$ cat config.mk
export PLATFORM = sky130hd
export DESIGN_NAME = bin_to_bcd_seq
export DESIGN_NICKNAME = d
export VERILOG_FILES = /design/src/rtl/bin_to_bcd_seq.sv
export SDC_FILE = /design/constraint.sdc
export NUM_CORES = 1
export LEC_CHECK = 0
export ABC_AREA = 0
export CAP_MARGIN = 20
export CORE_MARGIN = 2
export CORE_UTILIZATION = 57
export CTS_BUF_LIST = sky130_fd_sc_hd__clkbuf_8
export DETAILED_ROUTE_END_ITERATION = 16
export MAX_ROUTING_LAYER = met4
export PLACE_DENSITY_LB_ADDON = 0.3
export SLEW_MARGIN = 5
export SYNTH_ARGS = -nofsm -noshare
export SYNTH_HDL_FRONTEND = slang
export SYNTH_SLANG_ARGS = --single-unit
$ cat constraint.sdc
create_clock -name clk -period 1.9 [get_ports clk]
set_input_delay 0.38 -clock clk [delete_from_list [all_inputs] [get_ports clk]]
set_output_delay 0.38 -clock clk [all_outputs]
set_load 0.05 [all_outputs]
$ cat src/rtl/bin_to_bcd_seq.sv
// Sequential binary-to-BCD converter (double dabble, one input bit per clock).
// The result and overflow flag are held stable between done pulses.
module bin_to_bcd_seq #(
   parameter int BIN_W  = 8,
   parameter int DIGITS = 3
) (
   input  logic                  clk,
   input  logic                  rst_n,
   input  logic                  start,
   input  logic [BIN_W-1:0]      bin_in,
   output logic                  busy,
   output logic                  done,
   output logic [4*DIGITS-1:0]   bcd_out,
   output logic                  overflow
);
   localparam int CNT_W = $clog2(BIN_W + 1);

   typedef enum logic [1:0] {IDLE, SHIFT, DONE} state_t;

   state_t              state_reg, state_next;
   logic [BIN_W-1:0]    bin_reg, bin_next, bin_shift;
   logic [4*DIGITS-1:0] work_reg, work_next, work_adj, work_shift;
   logic [4*DIGITS-1:0] bcd_reg, bcd_next;
   logic [CNT_W-1:0]    cnt_reg, cnt_next;
   logic                ovf_work_reg, ovf_work_next;
   logic                ovf_reg, ovf_next;
   logic                busy_reg, busy_next;
   logic                done_reg, done_next;
   logic                carry;

   // Add-3 correction on every digit in parallel; 4-bit wrap is safe since digits stay <= 9.
   generate
      for (genvar gi = 0; gi < DIGITS; gi++) begin : g_adj
         assign work_adj[4*gi +: 4] = (work_reg[4*gi +: 4] >= 4'd5) ?
                                      work_reg[4*gi +: 4] + 4'd3 : work_reg[4*gi +: 4];
      end
   endgenerate

   assign carry      = work_adj[4*DIGITS-1];
   assign work_shift = {work_adj[4*DIGITS-2:0], bin_reg[BIN_W-1]};
   assign bin_shift  = bin_reg << 1;

   always_ff @(posedge clk or negedge rst_n) begin
      if (!rst_n) begin
         state_reg    <= IDLE;
         bin_reg      <= '0;
         work_reg     <= '0;
         cnt_reg      <= '0;
         ovf_work_reg <= 1'b0;
         bcd_reg      <= '0;
         ovf_reg      <= 1'b0;
         busy_reg     <= 1'b0;
         done_reg     <= 1'b0;
      end else begin
         state_reg    <= state_next;
         bin_reg      <= bin_next;
         work_reg     <= work_next;
         cnt_reg      <= cnt_next;
         ovf_work_reg <= ovf_work_next;
         bcd_reg      <= bcd_next;
         ovf_reg      <= ovf_next;
         busy_reg     <= busy_next;
         done_reg     <= done_next;
      end
   end

   always_comb begin
      state_next    = state_reg;
      bin_next      = bin_reg;
      work_next     = work_reg;
      cnt_next      = cnt_reg;
      ovf_work_next = ovf_work_reg;
      bcd_next      = bcd_reg;
      ovf_next      = ovf_reg;
      busy_next     = busy_reg;
      done_next     = 1'b0;
      case (state_reg)
         IDLE: begin
            if (start) begin
               bin_next      = bin_in;
               work_next     = '0;
               cnt_next      = CNT_W'(BIN_W);
               ovf_work_next = 1'b0;
               busy_next     = 1'b1;
               state_next    = SHIFT;
            end
         end
         SHIFT: begin
            bin_next      = bin_shift;
            work_next     = work_shift;
            ovf_work_next = ovf_work_reg | carry;
            cnt_next      = cnt_reg - 1'b1;
            // Last iteration publishes the post-shift value directly.
            if (cnt_reg == CNT_W'(1)) begin
               state_next = DONE;
               bcd_next   = work_shift;
               ovf_next   = ovf_work_reg | carry;
               done_next  = 1'b1;
               busy_next  = 1'b0;
            end
         end
         DONE: begin
            state_next = IDLE;
         end
         default: begin
            state_next = IDLE;
         end
      endcase
   end

   assign busy     = busy_reg;
   assign done     = done_reg;
   assign bcd_out  = bcd_reg;
   assign overflow = ovf_reg;
endmodule

# Yosys cells after proc, flatten, opt, wreduce, memory -nomap -nowiden
# Index checks and enable logic that the tools add are counted.
[word_totals]
in_bits = 11
register_bits = 42
out_inout_bits = 15
[classes]
bitwise_logic = 1
muxes = 19
n_eq_ne = 4
reduce_logical = 6
order_cmp = 3
add_sub_neg = 4
[op_table]
columns = ["op", "n"]
rows = [
  ["$pmux 12 s2", 1],
  ["$mux 4", 4],
  ["$pmux 8 s2", 1],
  ["$add 4x2->4 const B", 3],
  ["$ge 4x3->1 const B", 3],
  ["$mux 12", 1],
  ["$mux 8", 1],
  ["$pmux 4 s2", 1],
  ["$reduce_and 2->1", 3],
  ["$mux 1", 5],
  ["$eq 4x1->1 const B", 1],
  ["$mux 2", 2],
  ["$ne 2x2->1 const B", 2],
  ["$pmux 1 s2", 2],
  ["$pmux 2 s2", 1],
  ["$sub 4x1->4 const B", 1],
  ["$reduce_and 3->1", 1],
  ["$eq 2x1->1 const B", 1],
  ["$logic_not 2->1", 1],
  ["$reduce_bool 2->1", 1],
  ["$or 1x1->1", 1],
]

# Longest topological paths before layout
[logic_depth]
depth_word = 4
mapped_depth = 8

# Least setup slack after synthesis
# Ideal clock, no wire load.
[synth_path]
path_kind = "register to register"
from = "reg work_reg[8]"
to = "reg work_reg[10]"
setup_time_ps = 83
setup_slack_ps = 403
n_path_buf = 0
path_stages_with_launch = 6
required_ps = 1817
t_arrival_ps = 1415
cell_sequence = "dfrtp_1 ha_1 nand2b_1 a21oi_1 mux2_2 o21ai_0"
[synth_via]
elab_chain_len = 3
elab_cells_between_ends = 4
[synth_lines]
columns = ["item", "line_no", "rtl"]
rows = [
  ["start: declaration", "22", "logic [4*DIGITS-1:0] work_reg, work_next, work_adj, work_shift;"],
  ["start signal: assignment", "57", "work_reg <= work_next;"],
  ["$add 4x2->4 / $ge 4x3->1 (equally long branches)", "35, 34", ""],
  ["$mux 4 (*)", "34", "assign work_adj[4*gi +: 4] = (work_reg[4*gi +: 4] >= 4'd5) ?"],
  ["$pmux 12 s2 (*)", "77", "case (state_reg)"],
]
# Mark *: on every way between the ends. The rest lies on a longest branch, timed or not.
# A chain may end at the register's enable or synchronous reset.

# Worst setup path in the final report
[layout_path]
from = "reg ovf_reg (netlist: overflow)"
to = "out overflow"
[layout_rtl]
columns = ["item", "line_no", "rtl"]
rows = [
  ["start: declaration", "26", "logic ovf_reg, ovf_next;"],
  ["start signal: assignment", "61", "ovf_reg <= ovf_next;"],
  ["end: declaration", "14", "output logic overflow"],
]
# No word-level cell between the ends.

==> impl_metrics.py <==
metrics = {
    "critical_path": {
        "cp_slowest_cell": "clkdlybuf4s50_1",
        "path_max_fanout": 2,
        "start_kind": "flop",
        "critPathCaptureType": "output pin",
        "worst-setup-path-type": "flop to output pin",
        "arrival_ns": 1.47,
        "crit_chain": "clkdlybuf4s50_1",
        "crit_buf_inv": 1,
        "required_ns": 1.52,
        "cp_top_family": "buffers and inverters",
        "critPathMaxStageDelay_ns": 0.81,
    },
    "timing": {
        "hold_violations": 0,
        "tightest_slew_ns": 0.5317,
        "slew_headroom_pct": 64.48,
        "grt_setup_unrepaired": "false",
        "fmax_mhz": 540.4,
        "setup_ws_ns": 0.04951,
        "skew_ns": 0.007382,
        "setup_viol": 0,
        "period_minus_slack_ns": 1.850,
        "tns_ns": 0,
        "maxSlewViolCount": 0,
        "finalCritPeriodShare_pct": 97.39,
    },
    "final_layout": {
        "regArea_um2": 1051,
        "insertedDiodeCount": 0,
        "layout_commonest_cell": "dfrtp_1",
        "nets": 246,
        "drive_gt1_share_pct": 14.91,
        "final_cell_mix": "dfrtp_1 (42), o21ai_0 (33), nand2_1 (20), clkdlybuf4s50_1 (20), a21oi_1 (14)",
        "multi_input_area_um2": 892.1,
        "area_growth_pct": 20.76,
        "fillCellCount": 239,
    },
    "routing": {
        "dr.pass1.iters": 4,
        "wl_per_cell_um": 15.35,
        "drtIter0Drc": 129,
        "antenna_left": 0,
        "drcViolationCount": 0,
        "num_vias": 1558,
        "wl_um": 4207,
        "viasPerCell": 5.686,
    },
    "power": {
        "peakVddDrop_mv": 1.041,
        "leakage_nw": 1.086,
        "p_per_area_nw_per_um2": 1919,
    },
    "run": {
        "drv_cap": 0,
    },
    "cts": {
        "clk_pin_slew_worst_paths_ns": 0.08,
        "clockBufferDepth": 2,
        "cts-root-buf": "clkbuf_8",
        "clock_latency_ns": 0.30,
        "cts.sinks": 42,
        "cts_tree": "yes",
        "cts_inserted_buffers": 5,
        "cts_max_level": 2,
    },
    "place": {
        "portBuffers": 25,
        "gp_congestion": 0.8105,
        "dp_hpwl_um": 2953,
        "pre_cts_ws_ns": 0.1092,
    },
    "synth": {
        "synth.distinct_cells": 30,
        "synth_area_leader_cell": "dfrtp_1",
        "synth_area_leaders": "dfrtp_1 (52%), o21ai_0 (8.1%), ha_1 (4.9%)",
        "synth_nets": 217,
        "syn_area_um2": 2037,
        "avgSynthCellArea_um2": 10.29,
        "synth.top_cell.area_share_pct": 51.60,
        "syn_inst": 198,
        "ys_ff_latch": 42,
        "ys_seq_area_share_pct": 51.60,
        "yosys_warnings": 0,
    },
    "global_route": {
        "grt_max_degree": 24,
        "grt_pass1_vias": 1612,
        "grt_pass1_wl_um": 7617,
        "grt_overflow_total": 0,
        "track_usage_pct": 24.76,
        "antenna_found_initial": 0,
    },
    "die": {
        "fp.dieH_um": 63.78,
        "initial_core_util_pct": 60.10,
        "die-area_um2": 4068,
        "rows": 21,
        "pin_count": 26,
        "coreArea_um2": 3390,
        "die_w_um": 63.78,
    },
    "worst_hold_path": {
        "worst_hold_path_type": "input pin to asynchronous set/reset pin",
    },
    "status": {
        "status": "completed",
    },
}
final timing paths:
kind	startpoint	end	slack, ns	cells past startpoint
min in group clk	bcd_out[0]	bcd_out[0]	0.49	2
min	rst_n	cnt_reg[1]	0.04	1
max in group asynchronous	rst_n	bcd_out[4]	1.37	2
max reg2reg	work_reg[8]	bcd_out[10]	0.19	6
max	overflow	overflow	0.05	1
min reg2reg	bcd_out[0]	bcd_out[0]	0.49	2
kinds of logic (layout without fill, tap and decap cells):
family          after synthesis  in the layout  share of synthesized area (%)
buf+inv                      19             49                          4.606
flops                        42             42                          51.60
mux                           7              7                          4.054
fa+ha+maj                     8              8                          4.914
simple gates                 53             53                          14.50
xor+xnor                      3              3                          1.290
compound gates               66             66                          19.04
area by class of cell:
cell class                      count  area share (%)
Clock buffer                        5           2.798
Clock inverter                      3           1.679
Inverter                           10           1.577
Multi-Input combinational cell    137           36.27
Sequential cell                    42           42.73
Tap cell                           46           2.340
Timing Repair Buffer               31           12.61
cells in the mapped netlist:
cell       number
a21oi_1        14
a21oi_2         2
a22o_1          5
a22oi_1         7
a2bb2oi_1       1
a31oi_1         3
buf_2           5
buf_4           1
buf_8           1
clkbuf_1        2
clkinv_2        1
dfrtp_1        42
ha_1            8
inv_1           9
mux2_2          6
mux2_4          1
nand2_1        20
nand2_4         1
nand2b_1        4
nand3b_1        1
nor2_1          5
nor2b_1        10
nor2b_4         1
nor3_1          4
nor3b_1         3
nor3b_2         1
o21ai_0        33
o21bai_2        1
or3b_2          3
xnor2_1         3
stage by stage:
step	area (µm²)	power [mW]	utilization (%)	std cells	hold slack [ns]
after global placement	2347	3.900	69.25	266	0.3650
after detailed placement	2347	4.044	69.25	266	0.3740
final	2460	4.720	72.57	274	0.04103
after CTS	2457	4.748	72.50	274	0.05628
after floorplan	2037	3.315	-	198	0.08441
after global routing	2460	5.080	72.57	274	0.07030
metal layers:
layer,vias to the layer above,global-route usage (%),share of wire (%)
li1,746,-,-
met1,757,30.15,44
met2,49,41.54,50
met3,6,5.810,5.5
met4,0,6.522,0.86
met5,-,-,0
power breakdown:
group          leakage (nW)  internal (mW)  switching [mW]
Sequential            0.525           1.30           0.372
Combinational         0.505          0.965            1.38
Clock                0.0556          0.387           0.313
Total                  1.09           2.65            2.07
timing repair:
item,CTS,global route
endpoints found under the setup margin,0,1
gates resized for setup,0,1
buffers inserted,0,0
hold buffers,0,0
No activity file was read; power rests on OpenSTA's default activity.
==> RTL edit 1, RTL diff (same settings) <==
Encoding of `state_t`: now one-hot (3 bits for 3 states).
--- a/src/rtl/bin_to_bcd_seq.sv
+++ b/src/rtl/bin_to_bcd_seq.sv
@@ -15,7 +15,7 @@
 );
    localparam int CNT_W = $clog2(BIN_W + 1);
 
-   typedef enum logic [1:0] {IDLE, SHIFT, DONE} state_t;
+   typedef enum logic [2:0] {IDLE = 3'b001, SHIFT = 3'b010, DONE = 3'b100} state_t;
 
    state_t              state_reg, state_next;
    logic [BIN_W-1:0]    bin_reg, bin_next, bin_shift;
Check against the original RTL: same outputs for any inputs over 10 cycles, from zero or initial values and one cycle with rst_n low; not proved beyond that.
==> RTL edit 1 against the original RTL <==
- hold slack better by 0.0097 ns
- setup slack better by 0.015 ns
- global-route usage down 1.3 points
- die area is 1.4% lower
- critical path depth is the same
- synthesized area down 1.5%
- routed wire length shrank 3.6%
- sequential cell count up 1
- first-iteration DRC count down 12%
- final area is 2.3% lower
Power is not compared: it rests on default switching activity, and its combinational part moved more than twofold at a synthesized area within 25%.
==> RTL edit 1: results (changes against the original RTL) <==
- Status: complete, no violations
- Post-synth ARST share: 100% (unchanged)
- Synth cell types: 30 (unchanged)
- CTS H-Tree Depth: 2 (unchanged)
- Met2 wire length: 2.09 mm (-0.52%)
- Max Clock Skew: 0.00832 ns (+0.000934 ns)
- Leakage: roughly 1.1 nW
- Max Cap Viol: 0 (unchanged)
- CP max-delay cell: clkdlybuf4s50_1
- GRT met3 Usage: 7.14% (+1.3 points)
- IO Port Bufs: 25 (unchanged)
- Routed length per instance: 15.0 um (-2.6%)
- Worst-case clock buffer depth: 2 (unchanged)
- TritonCTS Buffers: 5 (unchanged)
- First-pass DRT Iterations: 4 (unchanged)
- Max FO, Critical Path: 2 (unchanged)
- CP max stage delay: 0.81 ns (about the same)
- Met1 GRT Util: 26.1% (-4.0 points)
- Remaining DRCs: 0 (unchanged)
- Initial DRC Count: 114 (-12%)
- WL met3: 184 um (-21%)
- Via count: 1,513 (-2.9%)
- Initial antenna violation count: 0 (unchanged)
- Layout cells sized above 1: 14.7% (-0.25 points)
- Peak VDD IR: around 0.0008 V
- Slew HR: 66.5% (+2.0 points)
- Worst path arrival time: about 1.5 ns
- Post-synth top flop: dfrtp_1
- Post-cts sizing count: 0 (unchanged)
- Dpl hpwl: 2.91 mm (-1.5%)
- Root Buffer: clkbuf_8
- Post-Syn Instances: 194 (-2.0%)
- Pin count of the biggest net entering global routing: 44 (+83%)
- N_diodes: 0 (unchanged)
- Delay-heaviest family, CP: buffers and inverters
- Post-CTS Setup Bufs: 0 (unchanged)
- Number of placed cells counting well taps: 263 (-1.1%)
- Syn nets: 213 (-1.8%)
- Worst min-delay path category: primary input to async pin
- Post-synthesis sequential area ratio: 53.7% (+2.1 points)
- Vias in the first global route: 1,554 (-3.6%)
- Max Slew Vio Count: 0 (unchanged)
- DR top layer: met4
- First-pass GRT wire length: 6.98 mm (-8.4%)
- Final nets: 243 (-1.2%)
- Reg clk slew, reported paths: 0.08 ns (about the same)
- DRT met1 WL: 1.68 mm (-8.6%)
- Top cells by area, synth: dfrtp_1, nand2_1, ha_1, a22o_1, mux2_2
- Insertion delay to the later sink of the worst-skew pair: 0.30 ns (about the same)
- RePlAce Congestion: 0.761 (-6.1%)
- Total Routed Length: 4.05 mm (-3.6%)
- Met2 Track Usage GR: 39.3% (-2.2 points)
- Total Routing Usage GR: 23.5% (-1.3 points)
- Yosys warns: 0 (unchanged)
- Most frequent cells after synthesis: dfrtp_1, nand2_1, nor2_1, o21ai_0, a21oi_1
-- RTL edit 1: cell types whose count changed after synthesis, sizes merged, moves of 4 or more --
cell	change
nor3b	+4
nor2	+8
o21ai	-15
a21oi	-6
a22oi	-7
a31oi	+4
nor2b	-11
nand2	+13
-- RTL edit 1: kinds of logic after synthesis --
| group | synth area share (%) |
|---|---|
| flops | 53.7 |
| buf+inv | 4.24 |
| simple gates | 17.8 |
| xor+xnor | 1.31 |
| compound gates | 13.1 |
| mux | 4.86 |
| fa+ha+maj | 4.99 |
-- RTL edit 1: per-stage QoR --
stage                     cell area [um2]  setup WS, ns  power, W
after global placement               2300         0.196   0.00218
after detailed placement             2300         0.116   0.00224
after global routing                 2400        0.0193   0.00303
final                                2400        0.0642   0.00284
after floorplan                      2010         0.359   0.00196
after CTS                            2400        0.0475   0.00287
-- RTL edit 1: final cells by class --
class	instances	area [um2]
sequential	43	1080
fill	278	960
multi-input combinational	133	845
timing repair buffer	31	285
clock buffer	7	96.3
tap	46	57.6
inverter	10	38.8
clock inverter	1	3.75
-- RTL edit 1: final timing paths --
check / startpoint / to / slack (ns) / cells after the start
worst max-delay path: busy / busy / 0.06 / 1
worst min-delay path: rst_n / work_reg[5] / 0.05 / 2
worst max register to register: cnt_reg[1] / bcd_out[6] / 0.18 / 6
worst min register to register: bcd_out[0] / bcd_out[0] / 0.48 / 2
max in group asynchronous: rst_n / state_reg[0] / 1.58 / 2
min in group clk: bcd_out[0] / bcd_out[0] / 0.48 / 2
-- RTL edit 1: report_power, final --
group          leakage, nW  switching, W  total, W  internal, W
Clock               0.0557      0.000297  0.000623     0.000326
Sequential           0.566      0.000162   0.00128      0.00112
Combinational        0.504      0.000571  0.000938     0.000367
==> RTL edit 2, RTL diff (same flow settings) <==
Made on the original files. Change the parameter `BIN_W` from 8 to 16.
--- a/src/rtl/bin_to_bcd_seq.sv
+++ b/src/rtl/bin_to_bcd_seq.sv
@@ -1,7 +1,7 @@
 // Sequential binary-to-BCD converter (double dabble, one input bit per clock).
 // The result and overflow flag are held stable between done pulses.
 module bin_to_bcd_seq #(
-   parameter int BIN_W  = 8,
+   parameter int BIN_W  = 16,
    parameter int DIGITS = 3
 ) (
    input  logic                  clk,
Ports: changed (resized bin_in); port bits go from 26 to 34. The function was not compared with the original's and may differ.
==> RTL edit 2 against the original RTL <==
- power up 13%
- die area is 20% higher
- setup slack gained 0.0017 ns
- first-iteration DRC count shrank 53%
- largest cell class unchanged
- sequential share of layout area down 0.084 points
- final area up 22%
- utilization grew 0.67 points
- sequential cell count is 9 higher
- routed wire length grew 16%
- synthesized area is 21% higher
- register-to-register slack improved by 0.05 ns
==> RTL edit 2: results (changes against the original RTL) <==
- Status: complete, no violations
- Most frequent cells after synthesis: dfrtp_1, nand2_1, o21ai_1
- Via count: 1,868 (+20%)
- Post-synth ARST share: 100% (unchanged)
- Worst path arrival time: 1.47 ns (about the same)
- CP max-delay cell: clkdlybuf4s50_1
- Delay-heaviest family, CP: buffers and inverters
- Worst-case clock buffer depth: 2 (unchanged)
- Initial antenna violation count: 0 (unchanged)
- Layout cells sized above 1: 13.8% (-1.1 points)
- Max FO, Critical Path: 2 (unchanged)
- Pin count of the biggest net entering global routing: 52 (+120%)
- First-pass DRT Iterations: 4 (unchanged)
- RePlAce Congestion: 0.800 (-1.3%)
- Top cells by area, synth: dfrtp_1, o21ai_1, nand2_1, and3b_1, a21oi_1
- Root Buffer: clkbuf_8
- Min Clock Period, post-route: 1.85 ns (-0.00172 ns)
- Yosys warns: 0 (unchanged)
- Max Clock Skew: 0.00562 ns (-0.00176 ns)
- Dpl hpwl: 3.47 mm (+17%)
- Post-synthesis sequential area ratio: 51.6% (about the same)
- Worst Max-Slew Pin Slew: 0.507 ns (-0.0243 ns)
- Leakage: 1.40 nW (+29%)
- Peak VDD IR: 0.000735 V (-29%)
- Vias in the first global route: 1,829 (+13%)
- TritonCTS Buffers: 5 (unchanged)
- Reg clk slew, reported paths: ~0.090 ns
- IO Port Bufs: 33 (+32%)
- Worst min-delay path category: primary input to async pin
- Setup WS pre-CTS: 0.265 ns (+0.156 ns)
- Post-synth top flop: dfrtp_1
- Hold WS: 0.0495 ns (+0.00846 ns)
- First-pass GRT wire length: 8.63 mm (+13%)
- Syn nets: 270 (+24%)
- Synth cell types: 34 (+13%)
- N_diodes: 0 (unchanged)
- Total Routing Usage GR: 22.7% (-2.1 points)
- Insertion delay to the later sink of the worst-skew pair: 0.30 ns (about the same)
- Total Routed Length: 4.88 mm (+16%)
- Final nets: 308 (+25%)
- Reg2Reg Setup Slack: 0.24 ns (+0.05 ns)
- Switching fraction of total power: 42.7% (-1.1 points)
- Max FFs per register: 16
- CTS Hold Bufs: 0 (unchanged)
- Initial DRC Count: 60 (-53%)
- CP max stage delay: about 0.8 ns
- Post-CTS Setup Bufs: 0 (unchanged)
- CTS H-Tree Depth: 2 (unchanged)
- Final Hold Vio Count: 0 (unchanged)
==> RTL edit 2: changes by cell type in the layout (fill, tap and decap cells not counted), sizes merged, moves of 2 or more <==
| cell | change |
|---|---|
| a22oi | -6 |
| clkinv | +2 |
| and3b | +14 |
| mux2i | +3 |
| buf | +6 |
| a21oi | +5 |
| nor2b | -9 |
| nand2 | +16 |
| dfrtp | +9 |
| nand2b | +2 |
| o21ai | +6 |
| mux2 | -3 |
| nor4b | +2 |
| clkdlybuf4s50 | +7 |
==> RTL edit 2: layout make-up <==
cell class	count	area, um2
clock buffer	5	68.8
inverter	10	42.5
clock inverter	3	43.8
tap	50	62.6
fill	302	1090
sequential	51	1280
timing repair buffer	44	413
multi-input combinational	169	1090
==> RTL edit 2: metal layers <==
| metal | wire [um] | GRT usage, % | part of all wire [%] |
|---|---|---|---|
| met1 | 2320 | 28.8 | 48 |
| met2 | 2360 | 36.6 | 48 |
| met3 | 130 | 3.61 | 2.7 |
| met4 | 68 | 9.19 | 1.4 |
| met5 | 0 | - | 0 |
==> RTL edit 2: through the flow <==
| stage | instance area [um2] | std cells |
|---|---|---|
| 3_5_place_dp | 2880 | 324 |
| 3_3_place_gp | 2880 | 324 |
| 5_1_grt | 2990 | 332 |
| 6_report | 2990 | 332 |
| 4_1_cts | 2990 | 332 |
| 2_1_floorplan | 2470 | 243 |
==> RTL edit 2: power groups by stage <==
stage,Sequential [W],Clock [W],Combinational (W)
floorplan,0.00235,0,0.00147
global placement,0.00195,0,0.00253
detailed placement,0.00197,0,0.00263
CTS,0.00195,0.000766,0.00265
global route,0.00203,0.000811,0.00287
finish,0.00195,0.000752,0.00263
==> RTL edit 2: path summary, 6_finish.rpt <==
kind                        startpoint           to  depth (start not counted)
min in group clk            bcd_out[4]   bcd_out[4]                          2
hold / removal                   rst_n   bcd_out[9]                          2
setup reg to reg           work_reg[4]   bcd_out[6]                          6
setup / recovery           bcd_out[10]  bcd_out[10]                          1
hold reg to reg             bcd_out[4]   bcd_out[4]                          2
max in group asynchronous        rst_n  work_reg[6]                          2
==> RTL edit 2: repair_timing <==
item | 4_1_cts | 5_1_grt
endpoints found under the setup margin | 0 | 1
hold endpoints to repair | 0 | 0
resized for setup | 0 | 1
==> RTL edit 2: cell families after synthesis <==
family	Yosys count	share of synthesized area (%)
simple gates	78	18.6
compound gates	72	16.7
flops	51	51.6
buf+inv	23	4.55
fa+ha+maj	8	4.04
mux	7	3.18
xor+xnor	4	1.42
